==> config.mk <==
export PLATFORM = sky130hd
export DESIGN_NAME = udp_to_axi
export DESIGN_NICKNAME = d
export VERILOG_FILES = /design/src/rtl/udp_to_axi.sv
export SDC_FILE = /design/constraint.sdc
export NUM_CORES = 1
export LEC_CHECK = 0
export ABC_AREA = 0
export CAP_MARGIN = 20
export CORE_UTILIZATION = 53
export CTS_BUF_LIST = sky130_fd_sc_hd__clkbuf_16
export CTS_CLUSTER_SIZE = 20
export DETAILED_ROUTE_END_ITERATION = 8
export PLACE_DENSITY = 0.81
export SLEW_MARGIN = 20
export SYNTH_ARGS = -nofsm -noshare
export SYNTH_HDL_FRONTEND = slang
export SYNTH_SLANG_ARGS = --single-unit
==> constraint.sdc <==
create_clock -name Clk -period 6.3 [get_ports Clk]
set_input_delay 1.26 -clock Clk [delete_from_list [all_inputs] [get_ports Clk]]
set_output_delay 1.26 -clock Clk [all_outputs]
set_load 0.02 [all_outputs]
==> src/rtl/udp_to_axi.sv <==
// UDP payload to AXI-Stream receive packer: strips and checks a 4-byte big-endian
// sequence header, packs the payload little-endian into output words and reports errors.
module udp_to_axi #(
    parameter int AXI_DATA_WIDTH       = 32,
    parameter int ETH_UDP_LENGTH_WIDTH = 16
) (
    input  logic                            Clk,
    input  logic                            Rst,
    input  logic [ETH_UDP_LENGTH_WIDTH-1:0] Udp_length,
    input  logic [7:0]                      Udp_data,
    input  logic                            Udp_valid,
    input  logic                            Udp_last,
    output logic                            Udp_ready,
    output logic                            M_axis_valid,
    output logic [AXI_DATA_WIDTH-1:0]       M_axis_data,
    output logic [AXI_DATA_WIDTH/8-1:0]     M_axis_keep,
    output logic                            M_axis_last,
    input  logic                            M_axis_ready,
    output logic [31:0]                     Seq_num,
    output logic                            Seq_error,
    output logic                            Short_packet,
    output logic                            Length_error,
    output logic [31:0]                     Seq_error_count
);
    localparam int BYTES = AXI_DATA_WIDTH / 8;
    localparam int IDX_W = (BYTES > 1) ? $clog2(BYTES) : 1;
    localparam int LW    = ETH_UDP_LENGTH_WIDTH;

    typedef enum logic {S_HEADER, S_DATA} state_t;

    state_t                    state_q, state_d;
    logic [1:0]                hdr_idx_q, hdr_idx_d;
    logic [23:0]               hdr_q, hdr_d;
    logic                      first_hdr_q, first_hdr_d;
    logic [31:0]               expected_q, expected_d;
    logic [31:0]               seq_num_q, seq_num_d;
    logic                      seq_err_q, seq_err_d;
    logic                      short_q, short_d;
    logic                      len_err_q, len_err_d;
    logic [31:0]               seq_err_cnt_q, seq_err_cnt_d;
    logic [LW-1:0]             byte_cnt_q, byte_cnt_d;
    logic [LW-1:0]             len_q, len_d;
    logic [AXI_DATA_WIDTH-1:0] pack_q, pack_d;
    logic [IDX_W-1:0]          byte_idx_q, byte_idx_d;
    logic                      m_valid_q, m_valid_d;
    logic [AXI_DATA_WIDTH-1:0] m_data_q, m_data_d;
    logic [BYTES-1:0]          m_keep_q, m_keep_d;
    logic                      m_last_q, m_last_d;

    logic                      accept, first_byte;
    logic [LW-1:0]             cnt_now, len_now;
    logic [31:0]               rx_seq;
    logic [AXI_DATA_WIDTH-1:0] word;
    logic [BYTES-1:0]          keep_new;

    assign Udp_ready       = !m_valid_q || M_axis_ready;
    assign M_axis_valid    = m_valid_q;
    assign M_axis_data     = m_data_q;
    assign M_axis_keep     = m_keep_q;
    assign M_axis_last     = m_last_q;
    assign Seq_num         = seq_num_q;
    assign Seq_error       = seq_err_q;
    assign Short_packet    = short_q;
    assign Length_error    = len_err_q;
    assign Seq_error_count = seq_err_cnt_q;

    always_comb begin
        state_d       = state_q;
        hdr_idx_d     = hdr_idx_q;
        hdr_d         = hdr_q;
        first_hdr_d   = first_hdr_q;
        expected_d    = expected_q;
        seq_num_d     = seq_num_q;
        seq_err_d     = 1'b0;
        short_d       = 1'b0;
        len_err_d     = 1'b0;
        seq_err_cnt_d = seq_err_cnt_q;
        byte_cnt_d    = byte_cnt_q;
        len_d         = len_q;
        pack_d        = pack_q;
        byte_idx_d    = byte_idx_q;
        m_valid_d     = m_valid_q;
        m_data_d      = m_data_q;
        m_keep_d      = m_keep_q;
        m_last_d      = m_last_q;

        accept     = Udp_valid && Udp_ready;
        first_byte = (state_q == S_HEADER) && (hdr_idx_q == 2'd0);
        cnt_now    = first_byte ? LW'(1) : ((&byte_cnt_q) ? byte_cnt_q : byte_cnt_q + LW'(1));
        len_now    = first_byte ? Udp_length : len_q;
        rx_seq     = {hdr_q, Udp_data};

        // pack_q is cleared after every word, so bytes above byte_idx are already zero
        word     = pack_q;
        keep_new = '0;
        for (int k = 0; k < BYTES; k++) begin
            if (k == int'(byte_idx_q)) word[k*8 +: 8] = Udp_data;
            keep_new[k] = (k <= int'(byte_idx_q));
        end

        if (m_valid_q && M_axis_ready) m_valid_d = 1'b0;

        if (accept) begin
            byte_cnt_d = cnt_now;
            len_d      = len_now;
            if (Udp_last && (cnt_now != len_now)) len_err_d = 1'b1;
            case (state_q)
                S_HEADER: begin
                    if (hdr_idx_q != 2'd3) begin
                        hdr_d = {hdr_q[15:0], Udp_data};
                        if (Udp_last) begin
                            short_d   = 1'b1;
                            hdr_idx_d = 2'd0;
                        end else begin
                            hdr_idx_d = hdr_idx_q + 2'd1;
                        end
                    end else begin
                        seq_num_d   = rx_seq;
                        expected_d  = rx_seq + 32'd1;
                        first_hdr_d = 1'b0;
                        if (!first_hdr_q && (rx_seq != expected_q)) begin
                            seq_err_d = 1'b1;
                            if (!(&seq_err_cnt_q)) seq_err_cnt_d = seq_err_cnt_q + 32'd1;
                        end
                        hdr_idx_d = 2'd0;
                        if (!Udp_last) state_d = S_DATA;
                    end
                end
                S_DATA: begin
                    if ((byte_idx_q == IDX_W'(BYTES - 1)) || Udp_last) begin
                        m_valid_d  = 1'b1;
                        m_data_d   = word;
                        m_keep_d   = keep_new;
                        m_last_d   = Udp_last;
                        pack_d     = '0;
                        byte_idx_d = '0;
                    end else begin
                        pack_d     = word;
                        byte_idx_d = byte_idx_q + IDX_W'(1);
                    end
                    if (Udp_last) state_d = S_HEADER;
                end
                default: state_d = S_HEADER;
            endcase
        end
    end

    always_ff @(posedge Clk) begin
        if (Rst) begin
            state_q       <= S_HEADER;
            hdr_idx_q     <= 2'd0;
            hdr_q         <= '0;
            first_hdr_q   <= 1'b1;
            expected_q    <= '0;
            seq_num_q     <= '0;
            seq_err_q     <= 1'b0;
            short_q       <= 1'b0;
            len_err_q     <= 1'b0;
            seq_err_cnt_q <= '0;
            byte_cnt_q    <= '0;
            len_q         <= '0;
            pack_q        <= '0;
            byte_idx_q    <= '0;
            m_valid_q     <= 1'b0;
            m_data_q      <= '0;
            m_keep_q      <= '0;
            m_last_q      <= 1'b0;
        end else begin
            state_q       <= state_d;
            hdr_idx_q     <= hdr_idx_d;
            hdr_q         <= hdr_d;
            first_hdr_q   <= first_hdr_d;
            expected_q    <= expected_d;
            seq_num_q     <= seq_num_d;
            seq_err_q     <= seq_err_d;
            short_q       <= short_d;
            len_err_q     <= len_err_d;
            seq_err_cnt_q <= seq_err_cnt_d;
            byte_cnt_q    <= byte_cnt_d;
            len_q         <= len_d;
            pack_q        <= pack_d;
            byte_idx_q    <= byte_idx_d;
            m_valid_q     <= m_valid_d;
            m_data_q      <= m_data_d;
            m_keep_q      <= m_keep_d;
            m_last_q      <= m_last_d;
        end
    end
endmodule

==> report_table.html <==
<table>
<tr><th>Metric</th><th>Value</th></tr>
<tr><th colspan="2">Finish</th></tr>
<tr><td>Number of inserted diodes</td><td>0</td></tr>
<tr><td>Layout cell share with drive strength beyond 1</td><td>0.0435</td></tr>
<tr><td>Count of fill cells added during filler insertion</td><td>1600</td></tr>
<tr><td>Post-layout instance area</td><td>12600 µm²</td></tr>
<tr><td>Number of cells in the finished layout apart from fillers</td><td>1598</td></tr>
<tr><td>Final Util</td><td>0.647</td></tr>
<tr><td>Net total in the final layout</td><td>1356</td></tr>
<tr><td>Layout-stage area growth over the synthesis result</td><td>19.8%</td></tr>
<tr><th colspan="2">Floorplan</th></tr>
<tr><td>Total Die Area</td><td>just over 20000 µm²</td></tr>
<tr><td>Floorplan Core Area</td><td>about 20000 µm²</td></tr>
<tr><td>Row Count</td><td>51</td></tr>
<tr><td>Height of the die</td><td>143 µm</td></tr>
<tr><td>Die Wd</td><td>143 µm</td></tr>
<tr><td>Number of top-level pins</td><td>roughly 140</td></tr>
<tr><td>Initial Utilization</td><td>0.540</td></tr>
<tr><th colspan="2">Power and ir drop</th></tr>
<tr><td>Internal power</td><td>2.33 mW</td></tr>
<tr><td>Peak ir drop on the vdd network</td><td>between 150 and 200 µV</td></tr>
<tr><td>Clock Power Share</td><td>0.453</td></tr>
<tr><td>Leakage power summed over all cells</td><td>4.20 nW</td></tr>
<tr><td>Combinational Power Share</td><td>0.052</td></tr>
<tr><td>Power Dens Cells</td><td>240 nW/µm²</td></tr>
<tr><td>Fraction of power spent switching nets</td><td>0.230</td></tr>
<tr><td>NetSw</td><td>695 µW</td></tr>
<tr><td>Register share of total power</td><td>0.495</td></tr>
<tr><th colspan="2">Detailed routing</th></tr>
<tr><td>Pre-Repair DR Iteration Count</td><td>7</td></tr>
<tr><td>Final routed wirelength across all metal layers</td><td>around 26000 µm</td></tr>
<tr><td>Routed wire length per instance</td><td>16.3 µm</td></tr>
<tr><td>Avg Vias per Cell</td><td>5.78</td></tr>
<tr><td>DR vias</td><td>9232</td></tr>
<tr><td>DRC violations left</td><td>2</td></tr>
<tr><td>Iteration-0 DRC count of the detailed router</td><td>between 600 and 700</td></tr>
<tr><td>Post-detailed-route count of antenna-violating nets</td><td>0</td></tr>
<tr><th colspan="2">Logic synthesis</th></tr>
<tr><td>Synthesis warning total</td><td>0</td></tr>
<tr><td>Sequential fraction of the synthesis area</td><td>0.440</td></tr>
<tr><td>Cell Area, Synth</td><td>10500 µm²</td></tr>
<tr><td>Number of distinct library cells after synthesis</td><td>58</td></tr>
<tr><td>Primary FF master, synth</td><td>dfxtp_1</td></tr>
<tr><td>Register bit total from synthesis</td><td>approximately 230</td></tr>
<tr><td>Average size of a mapped cell</td><td>8.39 µm²</td></tr>
<tr><td>Synth Instances</td><td>1253</td></tr>
<tr><td>Number of synthesized flops with an enable pin</td><td>0</td></tr>
<tr><td>Proportion of synthesized flip-flops having asynchronous set or reset</td><td>0</td></tr>
<tr><td>Post-Synthesis Net Count</td><td>1292</td></tr>
<tr><th colspan="2">Worst setup path</th></tr>
<tr><td>Type of origin of the critical path</td><td>primary input</td></tr>
<tr><td>Worst reg2reg setup slack</td><td>3110 ps</td></tr>
<tr><td>Category of the critical setup timing path</td><td>in2reg</td></tr>
<tr><td>Maximum fanout count along the critical path</td><td>37</td></tr>
<tr><td>Worst path required time</td><td>slightly below 7000 ps</td></tr>
<tr><td>Capturing element type of the critical path</td><td>register</td></tr>
<tr><td>Data arrival time of the critical path</td><td>4560 ps</td></tr>
<tr><th colspan="2">STA</th></tr>
<tr><td>Final Max Tran Viols</td><td>0</td></tr>
<tr><td>Final count of hold timing violations</td><td>0</td></tr>
<tr><td>Unrepaired setup endpoints after global routing</td><td>no</td></tr>
<tr><td>Count of endpoints failing setup in the final report</td><td>0</td></tr>
<tr><td>Post-route setup TNS</td><td>0 ps</td></tr>
<tr><td>Remaining max-slew budget at the tightest pin</td><td>0.300</td></tr>
<tr><td>Highest achievable clock rate</td><td>0.242 GHz</td></tr>
<tr><td>Actual slew at the worst max-slew pin</td><td>1040 ps</td></tr>
<tr><td>Final cycle utilization of the critical path</td><td>0.655</td></tr>
<tr><td>Crit path time final</td><td>4130 ps</td></tr>
<tr><td>Fin Clk Skew</td><td>8.81 ps</td></tr>
<tr><th colspan="2">Placement</th></tr>
<tr><td>Buffers on Ports</td><td>around 130</td></tr>
<tr><td>Gpl congestion</td><td>0.860</td></tr>
<tr><td>Placed Cells</td><td>1556</td></tr>
<tr><td>Post-Place Cell Area</td><td>11800 µm²</td></tr>
<tr><td>Half-perimeter wire length after placement</td><td>around 17000 µm</td></tr>
<tr><th colspan="2">Clock network</th></tr>
<tr><td>Post-CTS Resized</td><td>0</td></tr>
<tr><td>H-Tree Depth</td><td>1</td></tr>
<tr><td>Sink Count</td><td>231</td></tr>
<tr><td>Clock tree buffer depth</td><td>3</td></tr>
<tr><td>Clock insertion delay at the later pin of the skew report</td><td>around 510 ps</td></tr>
<tr><td>Clock transition at path regs</td><td>roughly 60 ps</td></tr>
<tr><td>Number of hold buffers added after cts</td><td>0</td></tr>
<tr><td>TritonCTS clock tree</td><td>built</td></tr>
<tr><td>Post-CTS repair timing setup buffer count</td><td>0</td></tr>
<tr><td>Clock root buffer master</td><td>clkbuf_16</td></tr>
<tr><td>Number of clock buffers inserted by TritonCTS</td><td>24</td></tr>
<tr><th colspan="2">Outcome</th></tr>
<tr><td>Result of the run</td><td>finished with violations</td></tr>
<tr><td>Failing checks</td><td>DRC</td></tr>
<tr><th colspan="2">Flow run</th></tr>
<tr><td>Number of violations of the max-capacitance limit</td><td>0</td></tr>
<tr><th colspan="2">Global routing</th></tr>
<tr><td>Largest net degree at the start of global routing</td><td>102</td></tr>
<tr><td>Sum of overflow across all layers after global routing</td><td>0</td></tr>
<tr><td>Initial antenna violation count</td><td>0</td></tr>
<tr><td>Global-route wire length before repair</td><td>between 40000 and 50000 µm</td></tr>
<tr><td>Via count of the first global-routing pass</td><td>8229</td></tr>
<tr><td>Global Route Usage Sum</td><td>0.256</td></tr>
<tr><th colspan="2">Hold path</th></tr>
<tr><td>Class of the tightest hold or removal check</td><td>reg2reg</td></tr>
</table>
-- state kept, by name, summed over array words and instances (netlist names) --
register,cells
Length_error,1
M_axis_keep,4
first_hdr_q,1
byte_cnt_q,16
M_axis_data,32
byte_idx_q,2
hdr_q,24
len_q,16
M_axis_last,1
hdr_idx_q,2
M_axis_valid,1
pack_q,32
expected_q,32
Short_packet,1
Seq_error,1
state_q,1
Seq_num,32
Seq_error_count,32
-- power by group through the flow --
stage          logic (mW)  registers [mW]  clock network (mW)
2_1_floorplan       0.111            1.52                   0
3_3_place_gp        0.152            1.53                   0
3_5_place_dp        0.155            1.53                   0
4_1_cts             0.156            1.50                1.38
5_1_grt             0.172            1.50                1.45
6_report            0.158            1.50                1.37
-- cell families (layout without fill, tap and decap cells) --
| family | after synthesis | after routing | synth area share |
|---|---|---|---|
| buffers and inverters | 116 | 196 | 0.0443 |
| and+or+nand+nor | 502 | 502 | 0.223 |
| adders and majority gates | 10 | 10 | 0.0119 |
| xor gates and xnor gates | 93 | 93 | 0.0775 |
| muxes | 56 | 56 | 0.0538 |
| AOI/OAI and AO/OA | 245 | 245 | 0.150 |
| DFF | 231 | 231 | 0.440 |
-- through the flow --
step	setup slack, ps	hold slack [ps]	power [mW]
3_3_place_gp	1730	441	1.68
6_report	2170	452	3.03
3_5_place_dp	1700	446	1.68
2_1_floorplan	3030	428	1.63
5_1_grt	1900	473	3.12
4_1_cts	2220	454	3.04
-- critical path, cell delays in order --
cell	delay, ps
clkdlybuf4s50_1	450
nand2b_1	180
and2_1	150
buf_4	230
nand3b_1	100
buf_4	260
a211oi_1	310
buf_4	240
nand3_1	520
or4_1	670
a21oi_1	170
-- Yosys cell counts (all sizes together), types with 8 or more instances --
master / n / share of area
dfxtp: 231 / 0.44
nand2: 165 / 0.059
nor2: 162 / 0.058
a21oi: 95 / 0.045
clkbuf: 89 / 0.032
a211oi: 63 / 0.045
xnor2: 57 / 0.048
mux2i: 52 / 0.050
nand3: 38 / 0.019
xor2: 36 / 0.030
a22oi: 30 / 0.021
nand4: 27 / 0.017
and3: 21 / 0.013
o21ai: 20 / 0.0095
or4: 19 / 0.014
buf: 15 / 0.0082
nor3: 15 / 0.0076
and2: 14 / 0.0083
o31ai: 13 / 0.0093
inv: 12 / 0.0043
ha: 10 / 0.012
nor4: 9 / 0.0054
nor2b: 8 / 0.0048
-- path summary, 6_finish.rpt --
path,to,start,depth (start not counted)
hold reg to reg,Seq_num[25],Seq_num[25],2
setup / recovery,Seq_error_count[25],M_axis_ready,11
setup reg to reg,Seq_error_count[25],M_axis_valid,10
hold / removal,Seq_num[25],Seq_num[25],2
-- layout by cell type, fill, tap and decap left out, types with 26 or more instances in the layout --
cell | synthesis | layout
dfxtp_1 | 231 | 231
nor2_1 | 162 | 161
mux2i_1 | 52 | 52
xor2_1 | 36 | 36
a211oi_1 | 62 | 62
a22oi_1 | 30 | 30
clkdlybuf4s50_1 | 0 | 133
nand3_1 | 37 | 37
nand4_1 | 26 | 26
a21oi_1 | 95 | 95
xnor2_1 | 57 | 57
nand2_1 | 165 | 165
-- layout make-up --
type	count	area (µm²)	area share
sequential	231	4620	0.367
timing repair buffer	142	1400	0.111
clock buffer	25	626	0.0497
multi-input combinational	906	5440	0.432
clock inverter	17	124	0.00984
inverter	12	45.0	0.00358
tap	265	332	0.0263
-- per-layer routing --
metal,global-route usage,up-vias,wire [µm]
li1,-,4511,-
met1,0.356,4390,11900
met2,0.409,295,11900
met3,0.0412,36,1790
met4,0.0673,0,482
met5,0,-,0
(Power assumes the default switching activity.)
